[config.mk]
export PLATFORM = sky130hd
export DESIGN_NAME = cbus_arbiter_flat
export DESIGN_NICKNAME = d
export VERILOG_FILES = /design/src/rtl/cbus_arbiter_pkg.sv /design/src/rtl/cbus_arbiter_if.sv /design/src/rtl/cbus_arbiter_rr_select.sv /design/src/rtl/cbus_arbiter.sv /design/src/flat_wrapper.sv
export SDC_FILE = /design/constraint.sdc
export NUM_CORES = 1
export LEC_CHECK = 0
export BUFFER_PORTS_ARGS = -buffer_cell sky130_fd_sc_hd__buf_2
export CORE_AREA = 3 3 213 215
export CTS_BUF_LIST = sky130_fd_sc_hd__clkbuf_2
export CTS_CLUSTER_SIZE = 8
export DETAILED_ROUTE_END_ITERATION = 8
export DIE_AREA = 0 0 216 218
export GPL_ROUTABILITY_DRIVEN = 1
export PLACE_DENSITY = 0.3
export SLEW_MARGIN = 0
export SYNTH_ARGS = -nofsm -noshare
export SYNTH_HDL_FRONTEND = slang
export SYNTH_SLANG_ARGS = --single-unit
[constraint.sdc]
create_clock -name clk -period 2.5 [get_ports clk]
set_input_delay 0.375 -clock clk [delete_from_list [all_inputs] [get_ports clk]]
set_output_delay 0.375 -clock clk [all_outputs]
set_load 0.01 [all_outputs]
[src/rtl/cbus_arbiter_pkg.sv]
// Shared cache-bus types: request/response structs, size/length/burst encodings
// and the requester slot assignment used by the cbus arbiter.
package cbus_arbiter_pkg;

    localparam int AXI_BURST_LEN = 16;

    localparam int CBUS_NUM_REQ   = 2;
    localparam int CBUS_ID_ICACHE = 0;
    localparam int CBUS_ID_DCACHE = 1;

    typedef enum logic [2:0] {
        MSIZE1 = 3'd0,
        MSIZE2 = 3'd1,
        MSIZE4 = 3'd2,
        MSIZE8 = 3'd3
    } msize_t;

    // Encoded as beats-1, matching AXI AxLEN.
    typedef enum logic [3:0] {
        MLEN1  = 4'd0,
        MLEN2  = 4'd1,
        MLEN4  = 4'd3,
        MLEN8  = 4'd7,
        MLEN16 = 4'd15
    } mlen_t;

    typedef enum logic [1:0] {
        AXI_BURST_FIXED = 2'd0,
        AXI_BURST_INCR  = 2'd1,
        AXI_BURST_WRAP  = 2'd2
    } axi_burst_t;

    typedef struct packed {
        logic        valid;
        logic        is_write;
        logic [31:0] addr;
        msize_t      size;
        mlen_t       len;
        axi_burst_t  burst;
        logic [7:0]  strobe;
        logic [63:0] data;
    } cbus_req_t;

    typedef struct packed {
        logic        ready;
        logic        last;
        logic [63:0] data;
    } cbus_resp_t;

    typedef enum logic {
        ARB_IDLE = 1'b0,
        ARB_BUSY = 1'b1
    } arb_state_e;

endpackage

[src/rtl/cbus_arbiter_if.sv]
// Cache-side and bridge-side bundle of the cbus arbiter; master is the arbiter's
// view, slave is the view of the caches plus bridge around it.
interface cbus_arbiter_if
    import cbus_arbiter_pkg::*;
#(
    parameter  int NUM_REQ  = CBUS_NUM_REQ,
    localparam int IDX_BITS = $clog2(NUM_REQ)
) ();

    cbus_req_t  [NUM_REQ-1:0] ireqs;
    cbus_resp_t [NUM_REQ-1:0] iresps;
    cbus_req_t                oreq;
    cbus_resp_t               oresp;
    logic [IDX_BITS-1:0]      grant_idx;
    logic                     busy;

    modport master (
        input  ireqs,
        input  oresp,
        output iresps,
        output oreq,
        output grant_idx,
        output busy
    );

    modport slave (
        output ireqs,
        output oresp,
        input  iresps,
        input  oreq,
        input  grant_idx,
        input  busy
    );

endinterface

[src/rtl/cbus_arbiter_rr_select.sv]
// Round-robin first-set finder: nearest valid index at or after rr_ptr_i, wrapping.
// Purely combinational.
module cbus_arbiter_rr_select #(
    parameter int NUM_REQ  = 2,
    parameter int IDX_BITS = $clog2(NUM_REQ)
) (
    input  logic [NUM_REQ-1:0]  valid_i,
    input  logic [IDX_BITS-1:0] rr_ptr_i,
    output logic [IDX_BITS-1:0] idx_o,
    output logic                any_o
);

    logic [IDX_BITS-1:0] cand;

    // Scan farthest-first so the closest valid index to rr_ptr_i wins last.
    always_comb begin
        idx_o = '0;
        any_o = 1'b0;
        cand  = '0;
        for (int k = NUM_REQ - 1; k >= 0; k--) begin
            cand = IDX_BITS'((int'(rr_ptr_i) + k) % NUM_REQ);
            if (valid_i[cand]) begin
                idx_o = cand;
                any_o = 1'b1;
            end
        end
    end

endmodule

[src/rtl/cbus_arbiter.sv]
// Round-robin arbiter sharing one cbus master port; one-cycle arbitration, grant held to ready&&last.
// Losers see ready=0 and simply wait; granted path is a combinational pass-through both ways.
module cbus_arbiter
    import cbus_arbiter_pkg::*;
#(
    parameter  int NUM_REQ  = CBUS_NUM_REQ,
    localparam int IDX_BITS = $clog2(NUM_REQ)
) (
    input  logic           clk,
    input  logic           reset,
    cbus_arbiter_if.master bus
);

    arb_state_e          state_q;
    logic [IDX_BITS-1:0] grant_q;
    logic [IDX_BITS-1:0] rr_ptr_q;
    logic [IDX_BITS-1:0] rr_ptr_d;
    logic [IDX_BITS-1:0] sel_idx;
    logic [NUM_REQ-1:0]  req_vld;
    logic                sel_any;
    logic                txn_done;

    for (genvar i = 0; i < NUM_REQ; i++) begin : g_vld
        assign req_vld[i] = bus.ireqs[i].valid;
    end

    cbus_arbiter_rr_select #(
        .NUM_REQ  (NUM_REQ),
        .IDX_BITS (IDX_BITS)
    ) u_rr_select (
        .valid_i  (req_vld),
        .rr_ptr_i (rr_ptr_q),
        .idx_o    (sel_idx),
        .any_o    (sel_any)
    );

    assign rr_ptr_d = (grant_q == IDX_BITS'(NUM_REQ - 1)) ? '0 : grant_q + IDX_BITS'(1);

    // A granted requester dropping valid mid-burst releases the grant like a final beat.
    assign txn_done = !bus.ireqs[grant_q].valid || (bus.oresp.ready && bus.oresp.last);

    always_ff @(posedge clk) begin
        if (reset) begin
            state_q  <= ARB_IDLE;
            grant_q  <= '0;
            rr_ptr_q <= '0;
        end else begin
            case (state_q)
                ARB_IDLE: begin
                    if (sel_any) begin
                        grant_q <= sel_idx;
                        state_q <= ARB_BUSY;
                    end
                end
                ARB_BUSY: begin
                    if (txn_done) begin
                        state_q  <= ARB_IDLE;
                        rr_ptr_q <= rr_ptr_d;
                    end
                end
            endcase
        end
    end

    always_comb begin
        bus.oreq   = '0;
        bus.iresps = '0;
        if (state_q == ARB_BUSY) begin
            bus.oreq            = bus.ireqs[grant_q];
            bus.iresps[grant_q] = bus.oresp;
        end
    end

    assign bus.busy      = (state_q == ARB_BUSY);
    assign bus.grant_idx = grant_q;

endmodule

[src/flat_wrapper.sv]
// flat-port wrapper written by rule: the top's interface ports become plain ports
module cbus_arbiter_flat import cbus_arbiter_pkg::*;
#(
    parameter  int NUM_REQ  = CBUS_NUM_REQ,
    localparam int IDX_BITS = $clog2(NUM_REQ)
)
  (clk, reset, bus_ireqs, bus_oresp, bus_iresps, bus_oreq, bus_grant_idx, bus_busy);
  cbus_arbiter_if #(.NUM_REQ(NUM_REQ)) bus_i ();
  input  logic clk;
  input  logic reset;
  input wire logic [$bits(bus_i.ireqs)-1:0] bus_ireqs;
  input wire logic [$bits(bus_i.oresp)-1:0] bus_oresp;
  output wire logic [$bits(bus_i.iresps)-1:0] bus_iresps;
  output wire logic [$bits(bus_i.oreq)-1:0] bus_oreq;
  output wire logic [$bits(bus_i.grant_idx)-1:0] bus_grant_idx;
  output wire logic [$bits(bus_i.busy)-1:0] bus_busy;
  assign bus_i.ireqs = bus_ireqs;
  assign bus_i.oresp = bus_oresp;
  assign bus_iresps = bus_i.iresps;
  assign bus_oreq = bus_i.oreq;
  assign bus_grant_idx = bus_i.grant_idx;
  assign bus_busy = bus_i.busy;
  cbus_arbiter #(.NUM_REQ(NUM_REQ)) u_core (.clk(clk), .reset(reset), .bus(bus_i));
endmodule
Word level (Yosys, flattened, before mapping)
Index checks and enable logic that the tools add are counted.
- add/sub/neg operators: 2
- order comparisons: 4
- mux-type cells: 18
- bitwise operators: 2
- reductions and logical operators: 6
- operators by type and width (operator ; number):
    $mux W115 ; 3
    $and A132 B132 Y132 ; 1
    $mux W132 ; 1
    $demux W66 S1 ; 1
    $mux W66 ; 1
    $mux W1 ; 11
    $lt A1 B2 Y1 const B ; 3
    $reduce_and A2 Y1 ; 2
    $add A1 B1 Y1 const B ; 2
    $logic_and A1 B1 Y1 ; 2
    $pmux W1 S2 ; 1
    $ge A1 B1 Y1 const B ; 1
    $logic_not A1 Y1 ; 1
    $logic_or A1 B1 Y1 ; 1
    $not A1 Y1 ; 1
- register bits: 3
- input port bits: 298
- output and inout port bits: 249
- word-level logic and storage cells: 35

Longest topological paths before layout
Gate-level depths: netlist of run 1.
- depth in word-level cells: 7
- depth in mapped cells: 5
- gate-level depth less buffers: 3

Cells and area by module
Synthesis of run 1 repeated with hierarchy kept, for this count alone.
- cell total of the unflattened synthesis: 430
- area total of the unflattened synthesis: 3260.6 um2
- modules (own cells, without submodules) (module ; times used ; cells an instance ; area each (um2)):
    cbus_arbiter ; 1 ; 427 ; 3243.1
    cbus_arbiter_rr_select ; 1 ; 3 ; 17.5

Worst setup path after synthesis of run 1
OpenSTA, ideal clock, no wires.
- path type: register to output
- from: reg u_core.grant_q (netlist: u_core.bus.grant_idx)
- to: out bus_oreq[100]
- arrival time: 1.072 ns
- data required time: 2.125 ns
- setup slack: 1.053 ns
- stages on the path, launching flop included: 6
- cell sequence: dfxtp_1 buf_6 clkbuf_8 buf_8 mux2i_1 nor2_1
- longest elaborated chain between the ends: 3
- RTL lines (what ; line ; source):
    from (decl) ; cbus_arbiter.sv:15 ; logic [IDX_BITS-1:0] grant_q;
    from (signal assigned) ; cbus_arbiter.sv:51 ; grant_q <= sel_idx;
    $mux W115 (implied by the code) (2 in series) ; cbus_arbiter.sv:69 ; bus.oreq = bus.ireqs[grant_q];
    $mux W115 ; cbus_arbiter.sv:68 ; if (state_q == ARB_BUSY) begin
    to (decl) ; flat_wrapper.sv:14 ; output wire logic [$bits(bus_i.oreq)-1:0] bus_oreq;
Every way passes these cells. The select of a mux whose other input is x is not followed.

Worst setup path in the final report of run 1
- from: reg u_core.grant_q (netlist: u_core.bus.grant_idx)
- to: out bus_iresps[11]
- longest elaborated chain between the ends: 6
- elaborated cells between the ends (all ways): 7
- those cells by class: order compare: 2; mux: 3; bitwise: 1; reduce/logical: 1
- RTL lines (what ; line ; source):
    $lt A1 B2 Y1 (implied by the code) or $ge A1 B1 Y1 (tied branches) ; cbus_arbiter.sv:70 ; bus.iresps[grant_q] = bus.oresp;
    $logic_and A1 B1 Y1 (implied by the code) ; cbus_arbiter.sv:70 ;
    $mux W66 (implied by the code) ; cbus_arbiter.sv:70 ;
    $demux W66 S1 (*) ; - ;
    $and A132 B132 Y132 (no source line) (*) ; - ;
    $mux W132 (*) ; cbus_arbiter.sv:68 ;
    to (decl) ; flat_wrapper.sv:13 ; output wire logic [$bits(bus_i.iresps)-1:0] bus_iresps;
Every way passes the cells marked *; elsewhere a longest branch is shown, timed or not.

==> results of run 1 <==
how the worst min path moves through the flow:
stage,start,endpoint,slack (ns),cells past startpoint
finish,reset,u_core.bus.busy$_SDFF_PP0_,0.37,2
global route,reset,u_core.bus.busy$_SDFF_PP0_,0.36,2
CTS,reset,u_core.bus.busy$_SDFF_PP0_,0.38,2
detailed placement,u_core.rr_ptr_q$_SDFFE_PP0P_,u_core.rr_ptr_q$_SDFFE_PP0P_,0.52,2
global placement,u_core.rr_ptr_q$_SDFFE_PP0P_,u_core.rr_ptr_q$_SDFFE_PP0P_,0.53,2
floorplan,reset,u_core.bus.grant_idx$_SDFFE_PP0P_,0.44,1
power by group:
part | switching [mW] | internal, mW | total, mW
Combinational | 0.587 | 0.538 | 1.12
Clock | 0.0265 | 0.0423 | 0.0687
Sequential | 0.0104 | 0.0530 | 0.0635
Total | 0.624 | 0.633 | 1.26
metrics by stage:
step / instance area, um^2 / util [%]
2_1_floorplan: 2980 / -
3_3_place_gp: 6170 / 14.0
3_5_place_dp: 6170 / 14.0
4_1_cts: 6190 / 14.1
5_1_grt: 6190 / 14.1
6_report: 6190 / 14.1
placed cells by master, fill, tap and decap left out, types with 2 or more instances in the layout:
master,instances
and2_1,67
and3_1,60
and3_2,6
buf_12,3
buf_2,546
buf_4,8
clkbuf_2,4
mux2i_1,115
nand2_1,2
nor2_1,116
nor2b_1,2
o21ai_0,2
state kept, by name, summed over array words and instances (netlist names):
name                  cells
u_core.rr_ptr_q           1
u_core.bus.grant_idx      1
u_core.bus.busy           1
worst max-delay path, stage by stage (launching register included):
cell and delay, ns:
dfxtp_4 0.41, nor2b_4 0.85, and2_1 0.24, buf_2 0.13
logic make-up (layout without fill, tap and decap cells):
| logic type | count (synthesis) | count (layout) | synth area share [%] |
|---|---|---|---|
| AOI/OAI and AO/OA | 6 | 6 | 1.18 |
| buffers and inverters | 50 | 563 | 14.0 |
| DFF | 3 | 3 | 2.02 |
| muxes | 115 | 115 | 38.6 |
| and+or+nand+nor | 255 | 255 | 44.2 |
layout make-up:
class	count	area (um^2)
flip-flops and latches	3	65.1
fillers	5167	37700
multi-input cells	376	2500
well taps	592	741
repair buffers	557	2850
clock buffers	4	20.0
inverters	2	10.0
per-layer routing:
| layer | wire, um | up-vias | GRT usage (%) |
|---|---|---|---|
| met3 | 1500 | 6 | 1.11 |
| met4 | 114 | 0 | 0.875 |
| met1 | 6600 | 2103 | 7.09 |
| met5 | 0 | - | 0 |
| li1 | - | 2467 | - |
| met2 | 10200 | 285 | 14.1 |
==> results by group, run 1 <==
Global route
  • Global route total overflow: 0
  • Overall Global Routing Usage: 6.73%
  • Vias in the first global route: 4501
  • Largest net degree at the start of global routing: 83
  • First-pass GRT wire length: 25200 um
  • Initial antenna violation count: 0

Job
  • Max_cap viols: 0

Timing
  • Final WS setup: 0.262 ns
  • Setup tns final: 0 ns
  • Slew margin rel.: 27.9%
  • Tmin final: 2.24 ns
  • Measured slew at the worst slew-check pin: 1.08 ns
  • Fin crit share: 89.5%
  • Fmax: 447 MHz
  • Hold_ws: 0.374 ns
  • Unrepaired setup endpoints after global routing: no
  • Hold Fails Final Rpt: 0
  • Clock skew: 0.00927 ns
  • Slew Limit Fails: 0
  • Setup violators final: 0

Floorplan
  • Top-Level Pins: 547
  • Starting Density: 6.78%
  • Die W: 216 um
  • CORE AREA: 0.0439 mm^2
  • Die area: 0.0471 mm^2
  • FP Rows: 77
  • Die Ht: 218 um

Run status
  • Outcome: finished, final reports clean

Pwr
  • Tot Pwr: 1.26 mW
  • Max VDD drop: 102 uV
  • Pwr Density: 203 mW/mm^2
  • P_leak: 3.71 nW

Yosys
  • Post-synth cell types: 24
  • Synth warn: 0
  • Yosys top cell by area: mux2i_1
  • Main area contributors after synthesis: mux2i_1, nor2_1, and2_1, and3_1, buf_8
  • Netlist Area Pre-Place: 0.00298 mm^2
  • Yosys reg bits: 3
  • Post-synth EDFFs: 0
  • Syn Nets: 727
  • Top cells by count, synth: nor2_1, mux2i_1, and2_1
  • Register area share after synthesis: 2.02%
  • Async set-or-reset flop fraction in the synthesized netlist: 0%
  • Post-synthesis area per instance: 6.95 um^2
  • Mapped Cells: 429
  • Top cell type's share of synthesized area: 38.6%
  • Top-count cell post-synth: nor2_1
  • Main flop type after synthesis: dfxtp_1

Route
  • Initial DRC count: 105
  • ANT nets after route: 0
  • Vias: 4861
  • Vias per cell: 3.17
  • Wire per inst: 12.0 um
  • DRT Wirelength: 18400 um
  • TritonRoute pass-1 iters: 4
  • Post-route DRC: 0

Layout
  • Area Growth Syn to Fin: 108%
  • Layout Cells excl Fill: 1534
  • Final #Nets: 1241
  • Layout cells sized above 1: 60.6%
  • N_diodes: 0

Worst setup path
  • WS Path Type: flop to output pin
  • Worst R2R Path Depth: 3
  • Critical Path RT: 2.12 ns
  • Worst r2r src: u_core.bus.grant_idx$_SDFFE_PP0P_
  • CP startpoint kind: flop
  • Type of destination of the critical path: output pin
  • R2r endpoint: u_core.rr_ptr_q$_SDFFE_PP0P_
  • R2r setup slk: 0.88 ns
  • Crit. Startpoint: u_core.bus.grant_idx$_SDFFE_PP0P_
  • Setup crit end: bus_iresps[11]
  • Critical path peak fanout: 67
  • Worst path arrival time: 1.86 ns

Hold path
  • Type of the worst min-delay path: input port to flop

Clocking
  • Clk Latency, worst-skew pair: 0.21 ns
  • Hold Buf Count CTS: 0
  • Post-CTS setup buffer count: 0
  • Cts bufs inserted: 3
  • CTS Buffer Depth: 2
  • CTS clk-pin slew, worst paths: 0.05 ns
  • Post-CTS resize count: 0
  • Root Buffer: clkbuf_2
  • H-tree depth: 1
  • Num Clock Sinks: 3
  • CTS tree: yes

Place
  • Setup WS pre-CTS: 0.425 ns
  • Port Buffer Count: 546
  • Routability cong.: 0.769
  • Placed Cells: 1530
  • Hpwl dp: 15800 um
Note: power is estimated with default switching activity, not from simulation.
==> inputs of run 2 (changes only) <==
--- a/config.mk
+++ b/config.mk
@@ -8,10 +8,12 @@
 export BUFFER_PORTS_ARGS = -buffer_cell sky130_fd_sc_hd__buf_2
 export CORE_AREA = 3 3 213 215
 export CTS_BUF_LIST = sky130_fd_sc_hd__clkbuf_2
+export CTS_CLUSTER_DIAMETER = 50
 export CTS_CLUSTER_SIZE = 8
 export DETAILED_ROUTE_END_ITERATION = 8
 export DIE_AREA = 0 0 216 218
 export GPL_ROUTABILITY_DRIVEN = 1
+export MAX_ROUTING_LAYER = met4
 export PLACE_DENSITY = 0.3
 export SLEW_MARGIN = 0
 export SYNTH_ARGS = -nofsm -noshare
==> results by group, run 2 (synthesis gave the netlist of run 1 again) <==
Job
  • Max_cap viols: 0 (unchanged)

Place
  • Placed inst area: 0.00617 mm^2 (unchanged)
  • Setup WS pre-CTS: 0.425 ns (unchanged)
  • Hpwl dp: 15800 um (unchanged)
  • Routability cong.: 0.780 (was 0.769)
  • Port Buffer Count: 546 (unchanged)

Timing
  • Unrepaired setup endpoints after global routing: yes (was no)
  • Setup tns final: 0 ns (unchanged)
  • Clock skew: 0.00695 ns (was 0.00927 ns)
  • Slew margin rel.: 27.5% (was 27.9%)
  • Setup violators final: 0 (unchanged)
  • Fmax: 445 MHz (was 447 MHz)
  • Final WS setup: 0.250 ns (was 0.262 ns)
  • Slew Limit Fails: 0 (unchanged)
  • Measured slew at the worst slew-check pin: 1.08 ns (about the same)
  • Hold Fails Final Rpt: 0 (unchanged)
  • Fin crit share: 90.0% (was 89.5%)
  • Tmin final: 2.25 ns (was 2.24 ns)

Route
  • Wire per inst: 12.1 um (was 12.0 um)
  • DRT Wirelength: 18500 um (was 18400 um)
  • Initial DRC count: 96 (was 105)
  • Vias per cell: 3.18 (was 3.17)
  • Post-route DRC: 0 (unchanged)
  • Vias: 4884 (was 4861)
  • ANT nets after route: 0 (unchanged)
  • TritonRoute pass-1 iters: 4 (unchanged)

Layout
  • Area of the multi-input gates: 0.00250 mm^2 (unchanged)
  • Reg area: 65.1 um^2 (unchanged)
  • Commonest non-fill, non-tap cell in the layout: buf_2 (unchanged)
  • Area Growth Syn to Fin: 108% (unchanged)
  • N_diodes: 0 (unchanged)
  • Layout cells sized above 1: 60.6% (unchanged)
  • Finished Cell Area: 0.00619 mm^2 (unchanged)
  • Filler Cell Count: 5167 (unchanged)
  • Most frequent cells in the layout: buf_2, nor2_1, mux2i_1, and2_1, and3_1 (unchanged)
  • Final #Nets: 1241 (unchanged)

Global route
  • Vias in the first global route: 4494 (was 4501)
  • Largest net degree at the start of global routing: 83 (unchanged)
  • First-pass GRT wire length: 25300 um (was 25200 um)
  • Initial antenna violation count: 0 (unchanged)
  • Overall Global Routing Usage: 6.93% (was 6.73%)
  • Global route total overflow: 0 (unchanged)

Worst setup path
  • Worst path arrival time: 1.87 ns (was 1.86 ns)
  • Type of destination of the critical path: output pin (unchanged)
  • R2r setup slk: 0.87 ns (was 0.88 ns)
  • WS Path Type: flop to output pin (unchanged)
  • CP startpoint kind: flop (unchanged)
  • Critical path peak fanout: 67 (unchanged)
  • Critical Path RT: 2.12 ns (about the same)

Clocking
  • Post-CTS resize count: 0 (unchanged)
  • Post-CTS setup buffer count: 0 (unchanged)
  • Clk Latency, worst-skew pair: 0.21 ns (about the same)
  • Num Clock Sinks: 3 (unchanged)
  • CTS clk-pin slew, worst paths: 0.05 ns (about the same)
  • CTS Buffer Depth: 2 (unchanged)
  • CTS tree: yes (unchanged)
  • Cts bufs inserted: 3 (unchanged)
  • H-tree depth: 1 (unchanged)
  • Hold Buf Count CTS: 0 (unchanged)
  • Root Buffer: clkbuf_2 (unchanged)

Run status
  • Outcome: finished, final reports clean (unchanged)

Pwr
  • Max VDD drop: 103 uV (was 102 uV)
  • Int Pwr: 634 uW (was 633 uW)
  • P_leak: 3.71 nW (unchanged)
  • Sw Ratio: 49.6% (about the same)
  • Psw: 624 uW (about the same)
  • Logic pwr share: 89.5% (about the same)
  • Pwr Density: 203 mW/mm^2 (about the same)
  • Clock power share: 5.4% (was 5.5%)
  • Reg power frac: 5.1% (was 5.0%)
  • Tot Pwr: 1.26 mW (about the same)

Floorplan
  • Die Ht: 218 um (unchanged)
  • CORE AREA: 0.0439 mm^2 (unchanged)
  • Top-Level Pins: 547 (unchanged)
  • Starting Density: 6.78% (unchanged)
  • Die area: 0.0471 mm^2 (unchanged)
  • FP Rows: 77 (unchanged)
  • Die W: 216 um (unchanged)

Hold path
  • Type of the worst min-delay path: input port to flop (unchanged)
-- run 2: cell counts in the layout (fill, tap and decap cells not counted) --
Identical to the previous run, type by type.
-- run 2: worst max-delay path: stages (launching register included) --
cell and delay [ns]:
dfxtp_4 0.41, nor2b_4 0.85, and2_1 0.24, buf_2 0.13
-- run 2: cell type report --
type / instances / share of cell area [%]
inverter: 2 / 0.162
sequential: 3 / 1.05
tap: 592 / 12.0
multi-input combinational: 376 / 40.4
clock buffer: 4 / 0.323
timing repair buffer: 557 / 46.1
-- run 2: power groups by stage --
stage                     combinational, mW  sequential, mW  clock, mW
final                                  1.13          0.0638     0.0681
after global routing                   1.24          0.0651     0.0827
after CTS                              1.15          0.0640     0.0719
after detailed placement               1.15          0.0645          0
after global placement                 1.16          0.0638          0
after floorplan                       0.637          0.0577          0
-- run 2: metrics by stage --
stage / hold WS (ns) / util (%) / std cells
after floorplan: 0.444 / - / 429
after global placement: 0.526 / 14.0 / 1530
after detailed placement: 0.523 / 14.0 / 1530
after CTS: 0.384 / 14.1 / 1534
after global routing: 0.358 / 14.1 / 1534
final: 0.377 / 14.1 / 1534
-- run 2: metal layers --
metal  vias to the layer above  track usage (%)  share of wire, %
met1                      2125             7.21                36
met2                       283             14.1                55
met5                         -                -                 0
li1                       2470                -                 -
met4                         0            0.875              0.62
met3                         6            0.989               7.7
-- run 2: path summary, 6_finish.rpt --
path | from | to | cells past startpoint
worst max-delay path | u_core.bus.grant_idx$_SDFFE_PP0P_ | bus_iresps[11] | 3
worst min-delay path | reset | u_core.bus.busy$_SDFF_PP0_ | 2
worst max register to register | u_core.bus.grant_idx$_SDFFE_PP0P_ | u_core.rr_ptr_q$_SDFFE_PP0P_ | 3
worst min register to register | u_core.rr_ptr_q$_SDFFE_PP0P_ | u_core.rr_ptr_q$_SDFFE_PP0P_ | 2
==> inputs of run 3 (changes only) <==
--- a/config.mk
+++ b/config.mk
@@ -6,12 +6,12 @@
 export NUM_CORES = 1
 export LEC_CHECK = 0
 export BUFFER_PORTS_ARGS = -buffer_cell sky130_fd_sc_hd__buf_2
-export CORE_AREA = 3 3 213 215
+export CORE_AREA = 2 2 212 214
 export CTS_BUF_LIST = sky130_fd_sc_hd__clkbuf_2
 export CTS_CLUSTER_DIAMETER = 50
 export CTS_CLUSTER_SIZE = 8
 export DETAILED_ROUTE_END_ITERATION = 8
-export DIE_AREA = 0 0 216 218
+export DIE_AREA = 0 0 214 216
 export GPL_ROUTABILITY_DRIVEN = 1
 export MAX_ROUTING_LAYER = met4
 export PLACE_DENSITY = 0.3
==> results by group, run 3 (synthesis gave the netlist of run 1 again) <==
Timing
  • Fmax: 502 MHz (was 445 MHz)
  • Fin crit share: 79.7% (was 90.0%)
  • Unrepaired setup endpoints after global routing: no (was yes)
  • Measured slew at the worst slew-check pin: 0.516 ns (was 1.08 ns)
  • Tmin final: 1.99 ns (was 2.25 ns)
  • Slew margin rel.: 65.6% (was 27.5%)
  • Setup violators final: 0 (unchanged)
  • Slew Limit Fails: 0 (unchanged)
  • Hold Fails Final Rpt: 0 (unchanged)
  • Setup tns final: 0 ns (unchanged)
  • Clock skew: 0.00265 ns (was 0.00695 ns)

Clocking
  • CTS clk-pin slew, worst paths: 0.04 ns (was 0.05 ns)
  • CTS tree: yes (unchanged)
  • Cts bufs inserted: 3 (unchanged)
  • Hold Buf Count CTS: 0 (unchanged)
  • Clk Latency, worst-skew pair: 0.20 ns (was 0.21 ns)
  • Post-CTS setup buffer count: 0 (unchanged)
  • Num Clock Sinks: 3 (unchanged)
  • Post-CTS resize count: 0 (unchanged)
  • Root Buffer: clkbuf_2 (unchanged)
  • CTS Buffer Depth: 2 (unchanged)
  • H-tree depth: 1 (unchanged)

Global route
  • Global route total overflow: 0 (unchanged)
  • Largest net degree at the start of global routing: 86 (was 83)
  • Vias in the first global route: 4579 (was 4494)
  • First-pass GRT wire length: 25100 um (was 25300 um)
  • Initial antenna violation count: 2 (was 0)
  • Overall Global Routing Usage: 6.95% (was 6.93%)

Floorplan
  • Die area: 0.0462 mm^2 (was 0.0471 mm^2)
  • Die Ht: 216 um (was 218 um)
  • CORE AREA: 0.0438 mm^2 (was 0.0439 mm^2)
  • FP Rows: 77 (unchanged)
  • Die W: 214 um (was 216 um)
  • Top-Level Pins: 547 (unchanged)
  • Starting Density: 6.80% (was 6.78%)

Route
  • Wire per inst: 11.4 um (was 12.1 um)
  • Vias per cell: 3.18 (about the same)
  • Initial DRC count: 128 (was 96)
  • Post-route DRC: 0 (unchanged)
  • TritonRoute pass-1 iters: 4 (unchanged)
  • DRT Wirelength: 17600 um (was 18500 um)
  • ANT nets after route: 0 (unchanged)
  • Vias: 4894 (was 4884)

Pwr
  • Clock power share: 5.2% (was 5.4%)
  • Sw Ratio: 49.1% (was 49.6%)
  • P_leak: 3.74 nW (was 3.71 nW)
  • Reg power frac: 4.8% (was 5.1%)
  • Max VDD drop: 94.8 uV (was 103 uV)
  • Psw: 622 uW (was 624 uW)
  • Int Pwr: 643 uW (was 634 uW)
  • Tot Pwr: 1.26 mW (about the same)
  • Logic pwr share: 90.0% (was 89.5%)
  • Pwr Density: 203 mW/mm^2 (about the same)

Layout
  • Final #Nets: 1246 (was 1241)
  • Filler Cell Count: 5100 (was 5167)
  • Layout cells sized above 1: 60.8% (was 60.6%)
  • Commonest non-fill, non-tap cell in the layout: buf_2 (unchanged)
  • Most frequent cells in the layout: buf_2, nor2_1, mux2i_1, and2_1, and3_1 (unchanged)
  • Area Growth Syn to Fin: 110% (was 108%)
  • Layout Cells excl Fill: 1541 (was 1534)

Worst setup path
  • Worst r2r src: u_core.bus.grant_idx$_SDFFE_PP0P_ (unchanged)
  • Critical Path RT: 2.12 ns (about the same)
  • R2r endpoint: u_core.bus.busy$_SDFF_PP0_ (was u_core.rr_ptr_q$_SDFFE_PP0P_)
  • Worst path arrival time: 1.62 ns (was 1.87 ns)
  • WS Path Type: flop to output pin (unchanged)
  • Critical path peak fanout: 38 (was 67)
  • Type of destination of the critical path: output pin (unchanged)
  • Worst R2R Path Depth: 4 (was 3)
  • Setup crit end: bus_oreq[110] (was bus_iresps[11])
  • Crit. Startpoint: u_core.bus.grant_idx$_SDFFE_PP0P_ (unchanged)
  • R2r setup slk: 1.19 ns (was 0.87 ns)
  • CP startpoint kind: flop (unchanged)

Run status
  • Outcome: finished, final reports clean (unchanged)

Place
  • Hpwl dp: 15100 um (was 15800 um)
  • Routability cong.: 0.796 (was 0.780)
  • Placed Cells: 1535 (was 1530)
  • Port Buffer Count: 546 (unchanged)

Job
  • Max_cap viols: 0 (unchanged)

Hold path
  • Type of the worst min-delay path: input port to flop (unchanged)
run 3: cell count changes in the layout (fill, tap and decap cells not counted):
cell / previous run / this run
diode_2: 0 / 2
buf_4: 8 / 12
buf_12: 3 / 4
run 3: metrics by stage:
stage,instance area (um^2),hold slack (ns),worst slack (ns),util [%]
global route,6250,0.354,0.383,14.2
global placement,6220,0.522,0.687,14.2
floorplan,2980,0.444,1.05,-
detailed placement,6220,0.510,0.690,14.2
CTS,6240,0.352,0.457,14.2
finish,6250,0.363,0.508,14.2
run 3: layout make-up:
type	instances	area (um^2)	area share [%]
diodes	2	5.00	0.0801
clock buffers	4	20.0	0.321
repair buffers	562	2900	46.5
multi-input cells	376	2500	40.1
well taps	592	741	11.9
flip-flops and latches	3	65.1	1.04
inverters	2	10.0	0.160
run 3: critical path, cell delays in order (launching register included):
cell	delay, ns
dfxtp_4	0.36
buf_12	0.24
buf_4	0.28
mux2i_1	0.28
nor2_1	0.07
buf_2	0.15
run 3: worst min-delay path by stage:
| stage | from | cells after the start | endpoint |
|---|---|---|---|
| after floorplan | reset | 1 | u_core.bus.grant_idx$_SDFFE_PP0P_ |
| after CTS | reset | 2 | u_core.bus.busy$_SDFF_PP0_ |
| after detailed placement | u_core.rr_ptr_q$_SDFFE_PP0P_ | 2 | u_core.rr_ptr_q$_SDFFE_PP0P_ |
| after global routing | reset | 2 | u_core.bus.busy$_SDFF_PP0_ |
| final | reset | 2 | u_core.bus.busy$_SDFF_PP0_ |
| after global placement | u_core.rr_ptr_q$_SDFFE_PP0P_ | 2 | u_core.rr_ptr_q$_SDFFE_PP0P_ |
run 3: metal layers:
metal / wire, um / track usage [%]
met1: 6420 / 7.05
met2: 9650 / 13.8
met3: 1340 / 1.23
met4: 193 / 1.45
met5: 0 / -
run 3: power by group through the flow:
stage                     Combinational, mW  Clock [mW]  Sequential [mW]
final                                  1.14      0.0660           0.0609
after global routing                   1.25      0.0731           0.0621
after CTS                              1.16      0.0710           0.0613
after detailed placement               1.16           0           0.0621
after global placement                 1.17           0           0.0614
after floorplan                       0.637           0           0.0577
